**src/rtl/score_7seg_scan_if.sv**
```systemverilog
// rtl/score_7seg_scan_if.sv - Score display bus between game core and 7-segment scan stage
interface score_7seg_scan_if;
   logic [13:0] bin;
   logic [6:0]  seg7out;
   logic [3:0]  seg7com;
   logic        busy;
   logic        ovf;

   modport master (output bin, input seg7out, seg7com, busy, ovf);
   modport slave  (input bin, output seg7out, seg7com, busy, ovf);
endinterface

```
**src/rtl/score_7seg_scan.sv**
```systemverilog
// rtl/score_7seg_scan.sv - Binary score to BCD conversion and multiplexed 7-segment scan
module score_7seg_scan #(
   parameter logic [15:0] SCAN_DIV = 16'd50000,
   parameter bit          BLANK_LZ = 1'b1
) (
   input logic              clk,
   input logic              rst,
   score_7seg_scan_if.slave bus
);
   typedef enum logic [1:0] {IDLE, SHIFT, COMMIT} state_t;

   state_t      state, state_nx;
   logic [13:0] last_bin, cap_bin, src;
   logic [15:0] bcd, bcd_adj, digits;
   logic [3:0]  cnt;
   logic        ovf_n, ovf_r, busy_c, start;
   logic [15:0] pcnt;
   logic [1:0]  dig_idx;
   logic [3:0]  nib;
   logic        blank;
   logic [6:0]  seg_r;
   logic [3:0]  com_r;

   // Double-dabble correction: every nibble of 5 or more gets +3 before the shift
   function automatic logic [15:0] add3(input logic [15:0] v);
      logic [15:0] r;
      r = v;
      for (int i = 0; i < 4; i++)
         if (v[i*4 +: 4] >= 4'd5) r[i*4 +: 4] = v[i*4 +: 4] + 4'd3;
      return r;
   endfunction

   // Segment pattern {g,f,e,d,c,b,a}; non-decimal nibbles cannot occur and stay dark
   function automatic logic [6:0] seg_decode(input logic [3:0] d);
      case (d)
         4'd0:    return 7'h3F;
         4'd1:    return 7'h06;
         4'd2:    return 7'h5B;
         4'd3:    return 7'h4F;
         4'd4:    return 7'h66;
         4'd5:    return 7'h6D;
         4'd6:    return 7'h7D;
         4'd7:    return 7'h07;
         4'd8:    return 7'h7F;
         4'd9:    return 7'h6F;
         default: return 7'h00;
      endcase
   endfunction

   assign start   = (bus.bin != last_bin);
   assign bcd_adj = add3(bcd);

   // Conversion state register
   always_ff @(posedge clk or posedge rst) begin
      if (rst) state <= IDLE;
      else     state <= state_nx;
   end

   // Conversion next-state: 14 shift iterations between detection and commit
   always_comb begin
      state_nx = state;
      case (state)
         IDLE:    if (start) state_nx = SHIFT;
         SHIFT:   if (cnt == 4'd13) state_nx = COMMIT;
         COMMIT:  state_nx = IDLE;
         default: state_nx = IDLE;
      endcase
   end

   // Conversion outputs: busy for every non-idle state
   always_comb begin
      busy_c = 1'b0;
      if (state != IDLE) busy_c = 1'b1;
   end

   // Conversion datapath: capture and saturate, shift-and-add, then commit
   always_ff @(posedge clk or posedge rst) begin
      if (rst) begin
         last_bin <= '0;
         cap_bin  <= '0;
         src      <= '0;
         bcd      <= '0;
         cnt      <= '0;
         ovf_n    <= 1'b0;
         digits   <= '0;
         ovf_r    <= 1'b0;
      end else begin
         case (state)
            IDLE: if (start) begin
               cap_bin <= bus.bin;
               src     <= (bus.bin > 14'd9999) ? 14'd9999 : bus.bin;
               ovf_n   <= (bus.bin > 14'd9999);
               bcd     <= '0;
               cnt     <= '0;
            end
            SHIFT: begin
               bcd <= {bcd_adj[14:0], src[13]};
               src <= {src[12:0], 1'b0};
               cnt <= cnt + 4'd1;
            end
            COMMIT: begin
               digits   <= bcd;
               ovf_r    <= ovf_n;
               last_bin <= cap_bin;
            end
            default: ;
         endcase
      end
   end

   // Scan prescaler: advance the active digit every SCAN_DIV cycles
   always_ff @(posedge clk or posedge rst) begin
      if (rst) begin
         pcnt    <= '0;
         dig_idx <= '0;
      end else if (pcnt == SCAN_DIV - 16'd1) begin
         pcnt    <= '0;
         dig_idx <= dig_idx + 2'd1;
      end else begin
         pcnt <= pcnt + 16'd1;
      end
   end

   // Active nibble select and leading-zero blanking; interior zeros stay visible
   always_comb begin
      nib   = digits[3:0];
      blank = 1'b0;
      case (dig_idx)
         2'd0: nib = digits[3:0];
         2'd1: begin
            nib   = digits[7:4];
            blank = (digits[15:4] == 12'd0);
         end
         2'd2: begin
            nib   = digits[11:8];
            blank = (digits[15:8] == 8'd0);
         end
         2'd3: begin
            nib   = digits[15:12];
            blank = (digits[15:12] == 4'd0);
         end
         default: ;
      endcase
      if (!BLANK_LZ) blank = 1'b0;
   end

   // Segment and common drivers registered together so they switch on the same edge
   always_ff @(posedge clk or posedge rst) begin
      if (rst) begin
         seg_r <= 7'h3F;
         com_r <= 4'b0001;
      end else begin
         seg_r <= blank ? 7'h00 : seg_decode(nib);
         com_r <= 4'b0001 << dig_idx;
      end
   end

   assign bus.seg7out = seg_r;
   assign bus.seg7com = com_r;
   assign bus.busy    = busy_c;
   assign bus.ovf     = ovf_r;
endmodule

```
**src/flat_wrapper.sv**
```systemverilog
// flat-port wrapper written by rule: the top's interface ports become plain ports
module score_7seg_scan_flat 
#(
   parameter logic [15:0] SCAN_DIV = 16'd50000,
   parameter bit          BLANK_LZ = 1'b1
)
  (clk, rst, bus_bin, bus_seg7out, bus_seg7com, bus_busy, bus_ovf);
  score_7seg_scan_if bus_i ();
  input logic clk;
  input logic rst;
  input wire logic [$bits(bus_i.bin)-1:0] bus_bin;
  output wire logic [$bits(bus_i.seg7out)-1:0] bus_seg7out;
  output wire logic [$bits(bus_i.seg7com)-1:0] bus_seg7com;
  output wire logic [$bits(bus_i.busy)-1:0] bus_busy;
  output wire logic [$bits(bus_i.ovf)-1:0] bus_ovf;
  assign bus_i.bin = bus_bin;
  assign bus_seg7out = bus_i.seg7out;
  assign bus_seg7com = bus_i.seg7com;
  assign bus_busy = bus_i.busy;
  assign bus_ovf = bus_i.ovf;
  score_7seg_scan #(.SCAN_DIV(SCAN_DIV), .BLANK_LZ(BLANK_LZ)) u_core (.clk(clk), .rst(rst), .bus(bus_i));
endmodule
```
**config.mk**
```make
export PLATFORM = sky130hd
export DESIGN_NAME = score_7seg_scan_flat
export DESIGN_NICKNAME = d
export VERILOG_FILES = /design/src/rtl/score_7seg_scan_if.sv /design/src/rtl/score_7seg_scan.sv /design/src/flat_wrapper.sv
export SDC_FILE = /design/constraint.sdc
export NUM_CORES = 1
export LEC_CHECK = 0
export ABC_AREA = 1
export CORE_UTILIZATION = 62
export DETAILED_ROUTE_END_ITERATION = 16
export GPL_TIMING_DRIVEN = 0
export PLACE_DENSITY = 0.82
export SETUP_SLACK_MARGIN = 0.5
export SYNTH_ARGS = -nofsm -noshare
export SYNTH_HDL_FRONTEND = slang
export SYNTH_SLANG_ARGS = --single-unit
```
**constraint.sdc**
```tcl
create_clock -name clk -period 5.6 [get_ports clk]
set_clock_uncertainty 0.15 [all_clocks]
set_input_delay 0.84 -clock clk [delete_from_list [all_inputs] [get_ports clk]]
set_output_delay 0.84 -clock clk [all_outputs]
set_load 0.02 [all_outputs]
```
Word-level counts from Yosys, hierarchy flattened
Memory sizes are Yosys's and may differ from the RTL's.
Index checks and enable logic that the tools add are counted.
{"block": "totals", "latch_bits": 0, "wordCells": 66, "in_bits": 16, "n_memories": 1, "romBits": 112, "reg_bits": 111, "ramBits": 0}
{"block": "classes", "multipliers": 0, "reduce_logical": 10, "n_eq_ne": 10, "magnitude_cmp": 5, "div": 0, "n_bitwise": 0, "n_mux": 19, "shifts": 1, "n_addsub": 7}
{"name": "(no name shown)", "words": 16, "word_bits": 7, "rd": 1, "rd_ports_with_merged_regs": 0, "write_ports": 0, "line_no": "score_7seg_scan.sv:35", "rtl": "case (d)"}
{"operator": "16-bit 2-to-1 mux", "n": 2}
{"operator": "16-bit case mux with 2 select lines", "n": 1}
{"operator": "14-bit 2-to-1 mux", "n": 2}
{"operator": "14-bit case mux with 2 select lines", "n": 1}
{"operator": "16-bit by 1-bit adder with 16-bit output, second input constant", "n": 1}
{"operator": "16-bit equality test, second input constant", "n": 1}
{"operator": "4-bit by 3-bit greater-or-equal comparator with 1-bit output, second input constant", "n": 4}
{"operator": "4-bit 2-to-1 mux", "n": 4}
{"operator": "4-bit case mux with 4 select lines", "n": 1}
{"operator": "14-bit > comparator, second input constant", "n": 1}
{"operator": "14-bit != test", "n": 1}
{"operator": "4-bit by 2-bit adder with 4-bit output, second input constant", "n": 3}
{"operator": "12-bit zero test", "n": 1}
{"operator": "8-bit zero test", "n": 1}
{"operator": "4-bit case mux with 2 select lines", "n": 1}
{"operator": "7-bit 2-to-1 mux", "n": 1}
{"operator": "2-bit equality test, second input constant", "n": 3}
{"operator": "2-bit AND reduction", "n": 3}
{"operator": "4-bit by 1-bit adder with 4-bit output, second input constant", "n": 1}
{"operator": "2-bit by 1-bit equality test with 1-bit output, second input constant", "n": 2}
{"operator": "4-bit equality test, second input constant", "n": 1}
{"operator": "2-bit zero test", "n": 2}
{"operator": "4-bit zero test", "n": 1}
{"operator": "2-bit 2-to-1 mux", "n": 2}
{"operator": "other kinds (9)", "n": 11}

Depth between registers and ports, before layout
Gate-level depths: netlist of the first run.
{"block": "depth", "word_depth": 4, "ltp_mapped": 12, "depth_no_buf": 11}

Worst setup path after synthesis of the first run
No wires, ideal clock.
{"block": "synth_path", "path_kind": "register -> register", "from": "reg u_core.dig_idx[0]", "to": "reg u_core.seg_r[3], in the netlist u_core.bus.seg7out[3]", "t_arrival_ns": 1.798, "setup_ns": 0.068, "path_slack_ns": 3.584, "stages_incl_launch_ff": 11, "synth_period_minus_slack_ns": 2.016, "cell_sequence": "dfrtp_1 -> inv_1 -> ha_1 -> inv_1 -> nand2_1 -> o22ai_1 -> inv_1 -> ha_1 -> nor2_1 -> nor2_1 -> nor2_1"}
{"block": "synth_via", "elab_chain_cells": 4, "word_cells_on_any_way": 8, "cone_classes": "3 x eq/ne; 3 x mux; 1 x reduce/logical; 1 x memory"}
{"element": "start: declaration", "line_no": "score_7seg_scan.sv:18", "rtl": "logic [1:0] dig_idx;"}
{"element": "start signal: assignment", "line_no": "score_7seg_scan.sv:118", "rtl": "dig_idx <= dig_idx + 2'd1;"}
{"element": "2-bit equality test, or another cell as far along", "line_no": "score_7seg_scan.sv:128", "rtl": "case (dig_idx)"}
{"element": "4-bit case mux with 4 select lines", "line_no": "score_7seg_scan.sv:128"}
{"element": "memory 16 x 7 bit"}
{"element": "7-bit 2-to-1 mux (*)", "line_no": "score_7seg_scan.sv:153", "rtl": "seg_r <= blank ? 7'h00 : seg_decode(nib);"}
{"element": "end signal: assignment", "line_no": "score_7seg_scan.sv:153"}
{"element": "end: declaration", "line_no": "score_7seg_scan.sv:21", "rtl": "logic [6:0] seg_r;"}
Mark *: on every way between the ends. The rest lies on a longest branch, timed or not.
A chain may end at the register's enable or synchronous reset.

Worst setup path in the final report of the first run
{"block": "layout_path", "from": "reg u_core.state[1]", "to": "out bus_busy"}
{"block": "layout_via", "elab_chain_cells": 2}
{"element": "start: declaration", "line_no": "score_7seg_scan.sv:12", "rtl": "state_t state, state_nx;"}
{"element": "start signal: assignment", "line_no": "score_7seg_scan.sv:56", "rtl": "else state <= state_nx;"}
{"element": "2-bit nonzero test", "line_no": "score_7seg_scan.sv:73", "rtl": "if (state != IDLE) busy_c = 1'b1;"}
{"element": "1-bit 2-to-1 mux", "line_no": "score_7seg_scan.sv:73"}
{"element": "end: declaration", "line_no": "flat_wrapper.sv:14", "rtl": "output wire logic [$bits(bus_i.busy)-1:0] bus_busy;"}
No other way between the ends.

==> results.sh, run 1 <==
export IMPL_num_rows=34
export IMPL_path_depth=3
export IMPL_drive_gt1_frac=0.07114
export IMPL_cts_root_buf="clkbuf_8"
export IMPL_gp_congestion=0.8544
export IMPL_tns_ps=0
export IMPL_synth_seq_cells=111
export IMPL_setup_viol=0
export IMPL_pwr_density_cell_nw_per_um2=501.8
export IMPL_clkTransAtPathRegs_ps=110
export IMPL_required_ps=4610
export IMPL_ios=29
export IMPL_synth_top_area_cell="dfrtp_1"
export IMPL_drc=0
export IMPL_arrival_ps=1770
export IMPL_clk_path_buf_depth=2
export IMPL_wl_um=11750
export IMPL_crit_fanout=5
export IMPL_min_period_ps=2758
export IMPL_cpPeakStageDelay_ps=540
export IMPL_synthCells=686
export IMPL_cts_tree="yes"
export IMPL_finalNonFillerCells=839
export IMPL_drv_slew=0
export IMPL_cp_end_kind="output port"
export IMPL_max_cap_violations=0
export IMPL_r2r_cells=10
export IMPL_ant_nets=0
export IMPL_syn_to_final_growth_pct=12.17
export IMPL_fill_cells=663
export IMPL_grt_pass1_vias=4330
export IMPL_slew_headroom=0.5570
export IMPL_diodes=0
export IMPL_dp_cells=823
export IMPL_vdd_ir_drop_max_uv=321.6
export IMPL_cp_start_kind="flip-flop"
export IMPL_synth_area_um2=5520
export IMPL_wl_per_cell_um=14.00
export IMPL_start_util=0.6361
export IMPL_critPathTopFamily="buffers and inverters"
export IMPL_yosysWarnings=0
export IMPL_nets=762
export IMPL_cp_buffers_inverters=2
export IMPL_seq_area_frac_synth=0.5048
export IMPL_cts_inserted_buffers=9
export IMPL_fp_dieH_um=96.36
export IMPL_grt_pass1_wl_um=19410
export IMPL_hold_viol_final=0
export IMPL_period_share=0.4924
export IMPL_die_area_um2=9285
export IMPL_outcome="finished, final reports clean"
export IMPL_hold_path_cell_count=1
export IMPL_drtIter0Drc=269
export IMPL_ctsHoldBuffers=0
export IMPL_rsz0062_at_grt="false"
export IMPL_max_freq_mhz=362.6
export IMPL_cts_setup_buffers=0
export IMPL_holdWs_ps=330.7
export IMPL_crit_type="flip-flop to output port"
export IMPL_cts_sinks=111
export IMPL_worstHoldPathType="flip-flop to flip-flop"
export IMPL_yosys_top_cells_area="dfrtp_1, nand2_1, inv_1, nor2_1, nand3_1"
export IMPL_path_cells="nor2_1 > inv_1 > clkdlybuf4s50_1"
export IMPL_h_tree_depth=3
export IMPL_ys_types=36
export IMPL_worst_pin_slew_ps=664.5
export IMPL_avgSynthCellArea_um2=8.047
export IMPL_ctsResizeCount=0
export IMPL_slowest_stage="clkdlybuf4s50_1"
export IMPL_grt_max_degree=61
export IMPL_via_per_inst=5.561
export IMPL_grt_use_total=0.2743
export IMPL_hpwl_um=8588
export IMPL_antenna_found_initial=0
export IMPL_yosysTopAreaCellShare=0.4714
export IMPL_port_buffer_count=28
export IMPL_grt_overflow_total=0
export IMPL_insertion_delay_ps=380
export IMPL_vias=4666
export IMPL_firstDrtPassIters=5
export IMPL_p_leak_nw=3.194
export IMPL_core_area_um2=8678
export IMPL_die_w_um=96.36
export IMPL_synth_nets=722
## power by group
part,internal [W],switching (W),total (W),leakage (nW)
combinational,0.000478,0.000763,0.00124,1.71
sequential,0.00113,0.000200,0.00133,1.37
clock,0.000258,0.000282,0.000540,0.116
total,0.00186,0.00125,0.00311,3.19
## kinds of logic after synthesis
| logic type | after synthesis | share of synthesized area |
|---|---|---|
| AND/OR/NAND/NOR | 337 | 0.2502 |
| multiplexers | 3 | 0.006119 |
| buffers and inverters | 101 | 0.07683 |
| adder cells (fa/ha/maj) | 20 | 0.04533 |
| XOR/XNOR | 9 | 0.01428 |
| AO/OA/AOI/OAI | 105 | 0.1024 |
| flip-flops | 111 | 0.5048 |
## worst reg2reg max path: cells and delay by family (launching register included)
kind	cells	cell delay, ps
fa+ha+maj	2	570
buf+inv	3	460
simple gates	4	420
flops	1	390
compound gates	1	380
## registers in the layout (all words and copies together) (netlist names), 2 cells and up
| name | flops |
|---|---|
| u_core.cnt | 4 |
| u_core.bus.seg7com | 4 |
| u_core.cap_bin | 14 |
| u_core.bcd | 16 |
| u_core.bus.seg7out | 7 |
| u_core.src | 14 |
| u_core.last_bin | 14 |
| u_core.digits | 16 |
| u_core.dig_idx | 2 |
| u_core.state | 2 |
| u_core.pcnt | 16 |
## worst paths after layout
path,startpoint,endpoint,slack (ps)
min in group asynchronous,rst,u_core.cap_bin[4],750
worst max-delay path,u_core.state[1],bus_busy,2840
max in group asynchronous,rst,u_core.bus.seg7out[4],3800
worst max register to register,u_core.dig_idx[0],u_core.bus.seg7out[3],3170
worst min register to register,u_core.pcnt[0],u_core.pcnt[0],330
worst min-delay path,u_core.pcnt[0],u_core.pcnt[0],330
## synthesized netlist by cell type
library cell / count
clkbuf_2: 1
ha_1: 20
o211a_1: 1
a31o_2: 1
buf_1: 3
nand4_1: 2
a31oi_1: 2
o21ai_2: 1
o31ai_1: 2
dfstp_2: 7
nand3_1: 54
buf_6: 4
o21bai_2: 1
a21oi_1: 36
inv_1: 77
dfrtp_1: 104
nor4_1: 1
o21ai_0: 54
o22ai_1: 3
xnor2_1: 3
mux2_2: 3
nand3b_1: 1
nor2_1: 74
nor3_1: 4
o211ai_1: 4
inv_2: 1
nand2_1: 192
nand2_2: 1
nand2_4: 2
xor2_1: 6
buf_2: 5
buf_4: 2
or2_2: 2
and3_1: 1
clkbuf_1: 8
nor2_2: 3
## layout make-up
cell class / instances / area [um2] / area share
Buffer: 23 / 131.4 / 0.02122
Clock buffer: 9 / 123.9 / 0.02000
Clock inverter: 7 / 102.6 / 0.01657
Inverter: 78 / 295.3 / 0.04769
Multi-Input combinational cell: 474 / 2310 / 0.3730
Sequential cell: 111 / 2786 / 0.4500
Tap cell: 108 / 135.1 / 0.02182
Timing Repair Buffer: 29 / 307.8 / 0.04971
## layer usage
layer / up-vias / routed length [um] / track usage
met5: - / 0 / 0
met4: 0 / 176 / 0.08946
met3: 17 / 616 / 0.05845
met2: 126 / 5825 / 0.4634
met1: 2259 / 5130 / 0.3522
li1: 2264 / - / -
## cells in the final DEF, fill, tap and decap left out, drive strengths merged
cell type,n
ha,20
and3,1
bufinv,2
buf,15
xor2,6
a31oi,2
or2,2
nor4,1
o21ai,55
nand3b,1
mux2,3
a21oi,36
xnor2,3
nand4,2
a31o,1
nor3,4
dfstp,7
nand3,54
o211ai,4
o21bai,1
clkdlybuf4s50,28
clkbuf,18
nand2,195
clkinv,2
dfrtp,104
o31ai,2
o211a,1
o22ai,3
inv,81
nor2,77
## through the flow
stage	util	instance area, um2	worst slack, ps	total power, W
2_1_floorplan	-	5520	1691	0.002202
3_3_place_gp	0.6840	5936	217.1	0.002476
3_5_place_dp	0.6874	5966	2684	0.002566
4_1_cts	0.7135	6192	2806	0.003111
5_1_grt	0.7135	6192	2653	0.003353
6_report	0.7135	6192	2842	0.003107
Power figures use the tool's default switching activity.
==> run 2, diff against run 1 <==
Settings changed: CORE_UTILIZATION 62 to 54, PLACE_DENSITY 0.82 to 0.76.
Clock period 5.6 ns to 2.37 ns, I/O delays scaled along.
==> results.sh, run 2 (synthesized netlist as in run 1, its figures left out) <==
export IMPL_outcome="finished, final reports clean"
export IMPL_layout_cells_most_common_list="nand2_1, dfrtp_1, nor2_1"
export IMPL_ant_nets=0
export IMPL_cpPeakStageDelay_ps=430
export IMPL_setup_viol=0
export IMPL_firstDrtPassIters=6
export IMPL_fin_area_um2=6706
export IMPL_p_leak_nw=3.460
export IMPL_place_area_um2=6026
export IMPL_cp_end_kind="flip-flop"
export IMPL_fp_dieH_um=103.1
export IMPL_grt_pass1_wl_um=20360
export IMPL_finalNonFillerCells=889
export IMPL_via_per_inst=5.318
export IMPL_port_buffer_count=28
export IMPL_core_area_um2=9819
export IMPL_fill_cells=821
export IMPL_h_tree_depth=3
export IMPL_multi_input_area_um2=2555
export IMPL_drv_slew=0
export IMPL_clkTransAtPathRegs_ps=110
export IMPL_worst_slack_ps=405.0
export IMPL_period_share=0.8291
export IMPL_slowest_stage="dfrtp_1"
export IMPL_worst_pin_slew_ps=854.7
export IMPL_hold_path_cell_count=3
export IMPL_reg2reg_from="u_core.dig_idx[0]"
export IMPL_drc=0
export IMPL_syn_to_final_growth_pct=21.49
export IMPL_pwr_density_cell_nw_per_um2=1162
export IMPL_die_w_um=103.1
export IMPL_slew_headroom=0.4290
export IMPL_cts_inserted_buffers=9
export IMPL_cp_start_kind="flip-flop"
export IMPL_antenna_found_initial=0
export IMPL_insertion_delay_ps=390
export IMPL_rrSetupSlack_ps=400
export IMPL_grt_max_degree=41
export IMPL_grt_overflow_total=0
export IMPL_dp_cells=849
export IMPL_path_cells="inv_2 > ha_4 > inv_6 > buf_6 > o22ai_4 > buf_6 > inv_4 > ha_4 > o21ai_4 > a21oi_2 > nor2_1"
export IMPL_die_area_um2=10630
export IMPL_rsz0062_at_grt="true"
export IMPL_cts_root_buf="clkbuf_8"
export IMPL_r2r_end="u_core.bus.seg7out[5]"
export IMPL_crit_type="flip-flop to flip-flop"
export IMPL_final_common_cell="nand2_1"
export IMPL_ios=29
export IMPL_wl_per_cell_um=14.02
export IMPL_cp_buffers_inverters=5
export IMPL_vdd_ir_drop_max_uv=892.2
export IMPL_startpoint="u_core.dig_idx[0]"
export IMPL_dp_slack_ps=-86.11
export IMPL_arrival_ps=2150
export IMPL_gp_congestion=0.8391
export IMPL_ctsHoldBuffers=0
export IMPL_cts_tree="yes"
export IMPL_max_cap_violations=0
export IMPL_critPathTopFamily="buffers and inverters"
export IMPL_min_period_ps=1965
export IMPL_power_w=0.007793
export IMPL_post_route_util=0.6830
export IMPL_vias=4728
export IMPL_drtIter0Drc=250
export IMPL_drive_gt1_frac=0.1640
export IMPL_required_ps=2550
export IMPL_wl_um=12460
export IMPL_top_regs="u_core.bcd x16, u_core.digits x16, u_core.pcnt x16"
export IMPL_worstHoldPathType="input pin to flip-flop"
export IMPL_r2r_cells=11
export IMPL_start_util=0.5622
export IMPL_num_rows=36
export IMPL_max_freq_mhz=508.9
export IMPL_hold_viol_final=0
export IMPL_nets=787
export IMPL_hp_start="bus_bin[8]"
export IMPL_hold_end="u_core.cap_bin[8]"
export IMPL_cts_sinks=111
export IMPL_hpwl_um=8334
export IMPL_crit_fanout=5
export IMPL_seqCellArea_um2=2786
export IMPL_diodes=0
export IMPL_grt_use_total=0.2528
export IMPL_grt_pass1_vias=4347
export IMPL_clk_path_buf_depth=2
## run 2: power breakdown
part | internal (W) | switching [W]
Combinational | 0.00134 | 0.00194
Sequential | 0.00266 | 0.000477
Clock | 0.000705 | 0.000664
Total | 0.00471 | 0.00308
## run 2: timing repair
action | in CTS | in global routing
gates resized for setup | 49 | 55
gates cloned | 1 | 0
setup buffers | 14 | 9
pin swaps | 10 | 19
setup endpoints to repair | 67 | 81
## run 2: worst max path at each step
stage	to	slack, ps	cells past startpoint
2_1_floorplan	u_core.bus.seg7out[0]	500	10
3_3_place_gp	u_core.pcnt[9]	-530	2
3_5_place_dp	u_core.ovf_n	-90	11
4_1_cts	bus_busy	390	3
5_1_grt	u_core.bus.seg7out[5]	310	11
6_report	u_core.bus.seg7out[5]	400	11
## run 2: metrics by stage
| stage | setup TNS (ps) | hold WS (ps) |
|---|---|---|
| final | 0 | 200.3 |
| after global routing | 0 | 215.4 |
| after CTS | 0 | 272.0 |
| after detailed placement | -783.4 | 310.0 |
| after global placement | -55420 | 299.9 |
| after floorplan | 0 | 282.9 |
## run 2: area by class of cell
type	count	area share
repair buffers	53	0.07519
well taps	133	0.02481
clock inverters	7	0.01791
multi-input cells	475	0.3810
flip-flops and latches	111	0.4155
clock buffers	9	0.01847
plain buffers	23	0.02183
inverters	78	0.04534
## run 2: worst reg2reg max path, delay by kind of cell, from the launching register on
kind,cells,cell delay [ps]
adders and majority gates,2,320
AOI/OAI and AO/OA,3,430
and+or+nand+nor,1,110
DFF,1,430
buffers and inverters,5,460
## run 2: per-layer routing
layer / routed length, um / GRT usage
met5: 0 / 0
met4: 217 / 0.08667
met3: 600 / 0.04881
met2: 6026 / 0.3974
met1: 5617 / 0.3525
==> RTL change (flow settings as in run 1) <==
The 3 states of `state_t` get a one-hot encoding in 3 bits.
--- a/src/rtl/score_7seg_scan.sv
+++ b/src/rtl/score_7seg_scan.sv
@@ -7,7 +7,7 @@
    input logic              rst,
    score_7seg_scan_if.slave bus
 );
-   typedef enum logic [1:0] {IDLE, SHIFT, COMMIT} state_t;
+   typedef enum logic [2:0] {IDLE = 3'b001, SHIFT = 3'b010, COMMIT = 3'b100} state_t;
 
    state_t      state, state_nx;
    logic [13:0] last_bin, cap_bin, src;
Formal check against the unedited RTL: no difference found for any inputs over 10 cycles, from zero or initial values and one cycle with rst high; not proved beyond that.
==> RTL change against run 1 <==
- sequential cell count increased by 1
- synthesized area grew 5.6%
- total power fell by 11%
- worst setup slack worse by 0.37 ns
- sequential share of layout area decreased by 1.3 points
- clock power down 20%
- routed wire length increased by 0.80%
- non-clock buffer count decreased by 4
- cell count is 3.7% higher
- design area rose by 4.0%
- global-route usage shrank 0.78 points
- die area grew 5.5%
- critical endpoint unchanged
- largest cell class unchanged
==> RTL change: results (changes against run 1) <==
clock_tree:
  ctsRootBufferMaster: "clkbuf_8"
  htree_levels: 3  # unchanged
  clk_pin_slew_ns: 0.11  # about the same
  clk_path_buf_depth: 2  # unchanged
  cts_hold_buffers: 0  # unchanged
  cts_buffers: 9  # unchanged
  post_cts_resize_count: 0  # unchanged
  cts_setup_buffers: 0  # unchanged
  clock_latency_ns: 0.38  # about the same
power_and_ir_drop:
  irDropWorstVdd_v: 0.000279  # -13%
  p_leak_nw: 3.21  # +0.65%
place:
  place_hpwl_um: 8700  # +1.3%
  dp_cells: 854  # +3.8%
  gp_congestion: 0.883  # +3.3%
  portBuffers: 28  # unchanged
logic_synthesis:
  yosys-top-cells-area: "dfrtp_1, nand2_1, nand2_2"
  synth_cell_types: 35  # -2.8%
  yosysSeqAreaShare_pct: 48.2  # -2.2 points
  ys.warnings.count: 0  # unchanged
  muxShareOfSynthArea_pct: 0.579  # -0.033 points
  synth.top_cells.by_count: "nand2_1, dfrtp_1, inv_1, nor2_1, nand2_2"
  async_flop_share_pct: 100  # unchanged
  synthAdderAreaFrac_pct: 4.29  # -0.24 points
  synth_compound_area_share_pct: 8.32  # -1.9 points
  avgSynthCellArea_sq_um: 8.17  # +1.5%
  syn-num-nets: 750  # +3.9%
  synth_xor_area_share_pct: 1.95  # +0.52 points
critical_path:
  crit_arrival_ns: 2.14  # +0.37 ns
  critPathMaxFanout: 4  # -1
cells_and_area:
  reg_top3: "u_core.bcd (16), u_core.digits (16), u_core.pcnt (16)"
  diodes: 0  # unchanged
  drive_gt1_share_pct: 15.7  # +8.6 points
  final_nets: 790  # +3.7%
global_route:
  antenna_found_initial: 0  # unchanged
  track_usage_pct: 26.7  # -0.78 points
  grt_max_degree: 71  # +16%
  grt_pass1_wl_um: 20400  # +5.1%
status:
  outcome: "finished clean"
drt:
  vias_per_cell: 5.33  # -4.1%
  firstDrtPassIters: 4  # -1
  drtIter0Drc: 174  # -35%
  vias: 4639  # -0.58%
  routed_wl_um: 11800  # +0.80%
hold_path:
  min_path_type: "register to register"
timing:
  slew_headroom_pct: 42.9  # -13 points
RTL change: cell type report:
| type | count | area, sq um |
|---|---|---|
| Tap cell | 111 | 139 |
| Multi-Input combinational cell | 498 | 2560 |
| Clock buffer | 11 | 131 |
| Inverter | 85 | 322 |
| Clock inverter | 5 | 33.8 |
| Sequential cell | 112 | 2810 |
| Timing Repair Buffer | 29 | 300 |
| Buffer | 19 | 139 |
| Fill cell | 729 | 2760 |
RTL change: path summary, 6_finish.rpt:
kind / start / end / slack (ns) / depth (start not counted)
max: u_core.state[0] / bus_busy / 2.47 / 4
min in group asynchronous: rst / u_core.bcd[10] / 0.84 / 2
min reg2reg: u_core.pcnt[0] / u_core.pcnt[0] / 0.33 / 1
max reg2reg: u_core.dig_idx[0] / u_core.bus.seg7out[5] / 3.17 / 10
max in group asynchronous: rst / u_core.state[0] / 3.69 / 3
min: u_core.pcnt[0] / u_core.pcnt[0] / 0.33 / 1
RTL change: through the flow:
step	worst slack [ns]	utilization [%]	cell area (sq um)	hold slack (ns)
floorplan	1.66	-	5830	0.283
global placement	0.154	68.0	6250	0.303
detailed placement	2.75	68.2	6270	0.318
CTS	2.46	70.0	6440	0.329
global route	2.40	70.0	6440	0.361
finish	2.47	70.0	6440	0.327
RTL change: kinds of logic after synthesis:
| group | Yosys count |
|---|---|
| simple gates | 368 |
| flops | 112 |
| buf+inv | 104 |
| compound gates | 94 |
| fa+ha+maj | 20 |
| xor+xnor | 13 |
| mux | 3 |
RTL change: worst max-delay path, cell delays in order (launching register included):
cell	delay, ns
dfstp_2	0.55
inv_1	0.06
nor3_2	0.37
inv_1	0.18
clkdlybuf4s50_1	0.58
RTL change: where the power goes:
group	leakage [nW]	switching (mW)	total, mW	internal (mW)
combinational	1.70	0.695	1.14	0.449
clock	0.0793	0.269	0.431	0.162
sequential	1.44	0.143	1.19	1.04
total	3.21	1.11	2.76	1.65
RTL change: metal layers:
metal / routed length (um) / vias to the layer above / GRT usage, % / part of all wire, %
met3: 470 / 20 / 6.10 / 4.0
met5: 0 / - / 0 / 0
li1: - / 2308 / - / -
met2: 6200 / 111 / 49.5 / 52
met4: 241 / 0 / 9.07 / 2.0
met1: 4930 / 2200 / 30.0 / 42
